**config.mk**
```make
export PLATFORM = sky130hd
export DESIGN_NAME = pc_gen
export DESIGN_NICKNAME = d
export VERILOG_FILES = /design/src/rtl/pc_gen.sv
export SDC_FILE = /design/constraint.sdc
export NUM_CORES = 1
export LEC_CHECK = 0
export CAP_MARGIN = 40
export CORE_MARGIN = 5
export CORE_UTILIZATION = 49
export CTS_BUF_LIST = sky130_fd_sc_hd__clkbuf_4
export DETAILED_ROUTE_END_ITERATION = 8
export GPL_TIMING_DRIVEN = 0
export PLACE_DENSITY = 0.9
export SLEW_MARGIN = 20
export SYNTH_ARGS = -nofsm -noshare
export SYNTH_HDL_FRONTEND = slang
export SYNTH_SLANG_ARGS = --single-unit
```
**constraint.sdc**
```tcl
create_clock -name clk -period 8.6 [get_ports clk]
set_clock_uncertainty 0.05 [all_clocks]
set_input_delay 1.29 -clock clk [delete_from_list [all_inputs] [get_ports clk]]
set_output_delay 1.29 -clock clk [all_outputs]
set_load 0.01 [all_outputs]
```
**src/rtl/pc_gen.sv**
```systemverilog
// pc_gen: fetch-PC register with D-stage branch/jump resolution and stall hold.
// Optional exception/eret redirect with internal EPC when PC_GEN_EXC_EN is defined.
module pc_gen #(
  parameter int               WIDTH    = 32,
  parameter logic [WIDTH-1:0] RESET_PC = WIDTH'(32'h0000_3000),
  parameter logic [WIDTH-1:0] EXC_VEC  = WIDTH'(32'h0000_4180)
) (
  input  logic             clk,
  input  logic             reset,
  input  logic             stall,
  input  logic [3:0]       br_op,
  input  logic [WIDTH-1:0] pc_d,
  input  logic [25:0]      imm26,
  input  logic [WIDTH-1:0] rs_val,
  input  logic [WIDTH-1:0] rt_val,
`ifdef PC_GEN_EXC_EN
  input  logic             exc_req,
  input  logic [WIDTH-1:0] exc_pc,
  input  logic             eret,
  output logic [WIDTH-1:0] epc,
`endif
  output logic [WIDTH-1:0] pc_f,
  output logic [WIDTH-1:0] pc_plus4_f,
  output logic [WIDTH-1:0] npc,
  output logic             taken,
  output logic             pc_misalign
);
  logic [WIDTH-1:0] fpc_q, fpc_d;
  logic             misal_q;
  logic [WIDTH-1:0] pd4, br_tgt, j_tgt, target;
  logic signed [WIDTH-1:0] rs_s;
  assign pd4        = pc_d + WIDTH'(4);
  assign br_tgt     = pd4 + {{(WIDTH-18){imm26[15]}}, imm26[15:0], 2'b00};
  assign rs_s       = rs_val;
  assign pc_plus4_f = fpc_q + WIDTH'(4);
  assign pc_f       = fpc_q;
  assign npc        = fpc_d;
  assign pc_misalign = misal_q;
  // Jump keeps the upper PC bits above the 28-bit region; none remain at WIDTH 28.
  if (WIDTH > 28) begin : g_jhi
    assign j_tgt = {pd4[WIDTH-1:28], imm26, 2'b00};
  end else begin : g_jlo
    assign j_tgt = {imm26, 2'b00};
  end
  always_comb begin
    taken = 1'b0;
    case (br_op)
      4'd1:       taken = rs_val == rt_val;
      4'd2:       taken = rs_val != rt_val;
      4'd3:       taken = rs_s <= 0;
      4'd4:       taken = rs_s > 0;
      4'd5:       taken = rs_s < 0;
      4'd6:       taken = rs_s >= 0;
      4'd7, 4'd8: taken = 1'b1;
      default:    taken = 1'b0;
    endcase
  end
  assign target = br_op == 4'd8 ? rs_val : br_op == 4'd7 ? j_tgt : br_tgt;
`ifdef PC_GEN_EXC_EN
  logic [WIDTH-1:0] epc_q, epc_d;
  assign epc   = epc_q;
  assign epc_d = exc_req ? exc_pc : epc_q;
  assign fpc_d = exc_req ? EXC_VEC : eret ? epc_q : stall ? fpc_q : taken ? target : pc_plus4_f;
  always_ff @(posedge clk or posedge reset) begin
    if (reset) epc_q <= '0;
    else       epc_q <= epc_d;
  end
`else
  assign fpc_d = stall ? fpc_q : taken ? target : pc_plus4_f;
`endif
  always_ff @(posedge clk or posedge reset) begin
    if (reset) begin
      fpc_q   <= RESET_PC;
      misal_q <= 1'b0;
    end else begin
      fpc_q   <= fpc_d;
      misal_q <= fpc_d[1:0] != 2'b00;
    end
  end
endmodule

```
==> summary.txt <==
Floorplan
  • Core area: ~11000 sq um
  • Die height: around 120 microns
  • DIE AREA: between 10000 and 15000 sq um
  • Die X: about 120 microns
  • Num ports: ~230
  • Site Rows: 38
  • Initial core utilization: 50.16%

GRT
  • Vias in the first global route: 6469
  • Largest net degree at the start of global routing: 34
  • GR Util All Layers: between 30% and 40%
  • Total gr overflow: 0
  • Initial antenna violation count: 1
  • First-pass GRT wire length: roughly 35000 microns

STA
  • Final period util: ~90%
  • Final min period: between 7 and 8 ns
  • FMAX: about 130 MHz
  • Setup Total Neg Slack: 0 ns
  • RSZ-0062 raised after global routing: no
  • Count of final hold-check violations: 0
  • Least-Margin Pin Slew: a little under 0.8 ns
  • Final Max Tran Viols: 0
  • Rel. slew slack: about 46%
  • Setup Viol. Count Final: 0

Worst hold path
  • Worst Hold Class: flip-flop to flip-flop
  • Worst hold start: pc_f[12]
  • Hold endpoint: pc_f[12]
  • Hold Path Depth: 2

Synthesis
  • Seq/Total Area, Yosys: between 10% and 20%
  • Synthesized flop and latch total: 33
  • FFs w/ async S/R, synth: 100.0%
  • Cell count after synthesis: about 740
  • Synthesized area: 5438 sq um
  • Main flop type after synthesis: dfrtp_1
  • Synth Area per Inst: around 7.3 sq um
  • Number of synthesized flops with an enable pin: 0
  • Yosys warnings: 0
  • Syn Nets: 910
  • Synth unique cells: 69

Layout
  • Final Util: between 70 and 80%
  • Register area: 828.3 sq um
  • Nets@finish: between 1000 and 1500
  • Layout cells sized above 1: between 3 and 4%
  • FILL cells: between 900 and 1000
  • Multi-input gate area: roughly 4400 sq um
  • Synthesis-to-finish area growth: 45.49%

Critical path
  • RR Startpoint: pc_f[4]
  • Worst Path Class, Setup: input pin to primary output
  • CP Max Fanout: 10
  • Critical-path cell list: clkdlybuf4s50_1 -> and4_1 -> and3_1 -> nor2b_1 -> nand3_1 -> nor2_1 -> xor2_1 -> ha_1 -> clkbuf_1 -> a21o_1 -> and2_1 -> o31ai_1 -> o2111ai_1 -> o31ai_1 -> a2111oi_0 -> a2111oi_1 -> clkdlybuf4s50_1
  • R2R Setup Slk: 5.57 ns
  • Crit end category: primary output
  • CP max-delay cell: clkdlybuf4s50_1
  • Slowest stage delay, CP: 0.65 ns
  • CP required: 7.26 ns
  • Critical Path AT: around 6.3 ns
  • Critical Path Source Type: input pin
  • Reg2Reg Capture Point: pc_f[21]
  • R2R cell count: 10

Power and ir drop
  • Flop pwr share: a little under a quarter
  • Int Power: roughly 650 uW
  • Sw frac: between 40% and 50%
  • Clock network power share: 8.0%
  • Combinational group share of total power: between 60% and 70%
  • Max VDD drop: between 0.1 and 0.15 mV
  • Net Switching: 500.0 uW
  • PD cells: ~150 nW/um^2
  • Leakage: about 0.0031 uW

Routing
  • Routed Antenna Nets: 0
  • Vias: 6951
  • Vias/cell: roughly 6.2
  • Avg WL per Cell: just over 20 microns
  • DR pass1 iterations: 6
  • Drt total wl: about 23000 microns
  • DRC Markers: 0
  • Initial DRC count: just over 700

Clocking
  • Clock transition at path regs: 0.09 ns
  • Number of sinks on the clock net: 33
  • H-Tree Depth: 2
  • Post-cts sizing count: 0
  • Clock buffer depth: 2
  • Clk root buf: clkbuf_4
  • CTS tree: built
  • Num CTS Buffers: 5
  • Post-CTS setup repair buffer count: 0
  • Skew-Pair Late Insertion Delay: between 0.3 and 0.4 ns
  • Cts hold-fix bufs: 0

Place
  • # port buffers: around 220
  • RePlAce Congestion: approximately 1.0
  • HPWL Detailed: ~19000 microns

Status
  • Run status: finished clean

Run
  • Max-Cap Viols: 0
## metal layers
metal  GRT usage [%]  routed length, microns
met3           5.842                    2748
met4           17.45                    1240
met2           54.44                   10450
met1           41.49                    8564
met5               0                       0
## power groups by stage
stage                     combinational, uW  sequential [uW]  clock, uW
after CTS                               791              257       91.1
after floorplan                         348              268          0
after global placement                  781              258          0
after detailed placement                788              260          0
final                                   800              260       91.6
after global routing                    851              267       95.9
## placed cells by master, fill, tap and decap left out, types with 5 or more instances in the layout
cell type | netlist | routed
or3_1 | 6 | 6
nand4_1 | 19 | 19
a21oi_1 | 70 | 70
nand3_1 | 42 | 42
o211ai_1 | 12 | 12
mux2i_1 | 8 | 8
a211oi_1 | 7 | 7
and3_1 | 24 | 24
xor2_1 | 54 | 54
dfrtp_1 | 31 | 31
a21o_1 | 12 | 12
nor2b_1 | 6 | 6
clkbuf_4 | 0 | 6
nand2b_1 | 5 | 5
clkdlybuf4s50_1 | 0 | 222
nand2_1 | 63 | 63
clkbuf_1 | 26 | 26
and4_1 | 5 | 5
o21ai_0 | 39 | 39
nor3b_1 | 6 | 6
xnor2_1 | 50 | 50
ha_1 | 36 | 36
nor3_1 | 22 | 22
nor2_1 | 52 | 52
nor4_1 | 26 | 26
o21a_1 | 6 | 6
a31oi_1 | 11 | 11
inv_1 | 20 | 19
## kinds of logic after synthesis
family          count (synthesis)  synth area share, %
compound gates                211                24.92
buf+inv                        57                4.671
fa+ha+maj                      37                8.652
mux                            11                2.094
simple gates                  291                27.68
xor+xnor                      104                16.75
flops                          33                15.23
## how the worst max path moves through the flow
stage | end | slack, ns | from | cells past startpoint
after floorplan | npc[31] | 2.82 | pc_d[5] | 17
after global placement | npc[28] | 1.07 | pc_d[4] | 17
after detailed placement | npc[28] | 1.02 | pc_d[4] | 17
after CTS | npc[28] | 0.98 | pc_d[4] | 17
after global routing | npc[28] | 0.59 | pc_d[4] | 17
final | npc[28] | 0.92 | pc_d[4] | 17
## synthesized netlist by cell type, types with 12 or more instances
cell type | instances | share of area (%)
a21oi_1 | 70 | 6.4
nand2_1 | 63 | 4.3
xor2_1 | 54 | 8.7
nor2_1 | 52 | 3.6
xnor2_1 | 50 | 8.1
nand3_1 | 42 | 3.9
o21ai_0 | 39 | 3.6
ha_1 | 36 | 8.3
dfrtp_1 | 31 | 14
clkbuf_1 | 26 | 1.8
nor4_1 | 26 | 3.0
and3_1 | 24 | 2.8
nor3_1 | 22 | 2.0
inv_1 | 20 | 1.4
nand4_1 | 19 | 2.2
a21o_1 | 12 | 1.7
o211ai_1 | 12 | 1.7
## layout make-up
class / instances / share of cell area, %
sequential: 33 / 10.47
inverter: 21 / 1.028
clock inverter: 2 / 0.1265
timing repair buffer: 224 / 28.33
antenna: 1 / 0.03163
buffer: 36 / 2.183
clock buffer: 6 / 0.5693
multi-input combinational: 654 / 55.05
tap: 140 / 2.214
## stage by stage
| step | hold WS (ns) | power (uW) | instance area [sq um] | worst slack (ns) | std cells |
|---|---|---|---|---|---|
| after global placement | 0.5111 | 1039 | 7835 | 1.071 | 1106 |
| after detailed placement | 0.5151 | 1048 | 7843 | 1.021 | 1107 |
| after global routing | 0.5574 | 1213 | 7911 | 0.5854 | 1117 |
| after CTS | 0.5397 | 1139 | 7898 | 0.9796 | 1115 |
| final | 0.5425 | 1151 | 7911 | 0.9169 | 1117 |
| after floorplan | 0.5327 | 616.1 | 5438 | 2.816 | 744 |
## registers in the layout, summed over array words and instances (netlist names)
register and count:
pc_misalign 1, pc_f 32
## critical path: cells and delay by family
kind | cells | cell delay (ns)
buffers and inverters | 3 | 1.42
AOI/OAI and AO/OA | 6 | 1.66
adders and majority gates | 1 | 0.26
and+or+nand+nor | 6 | 1.53
xor gates and xnor gates | 1 | 0.19
(Power assumes the default switching activity.)
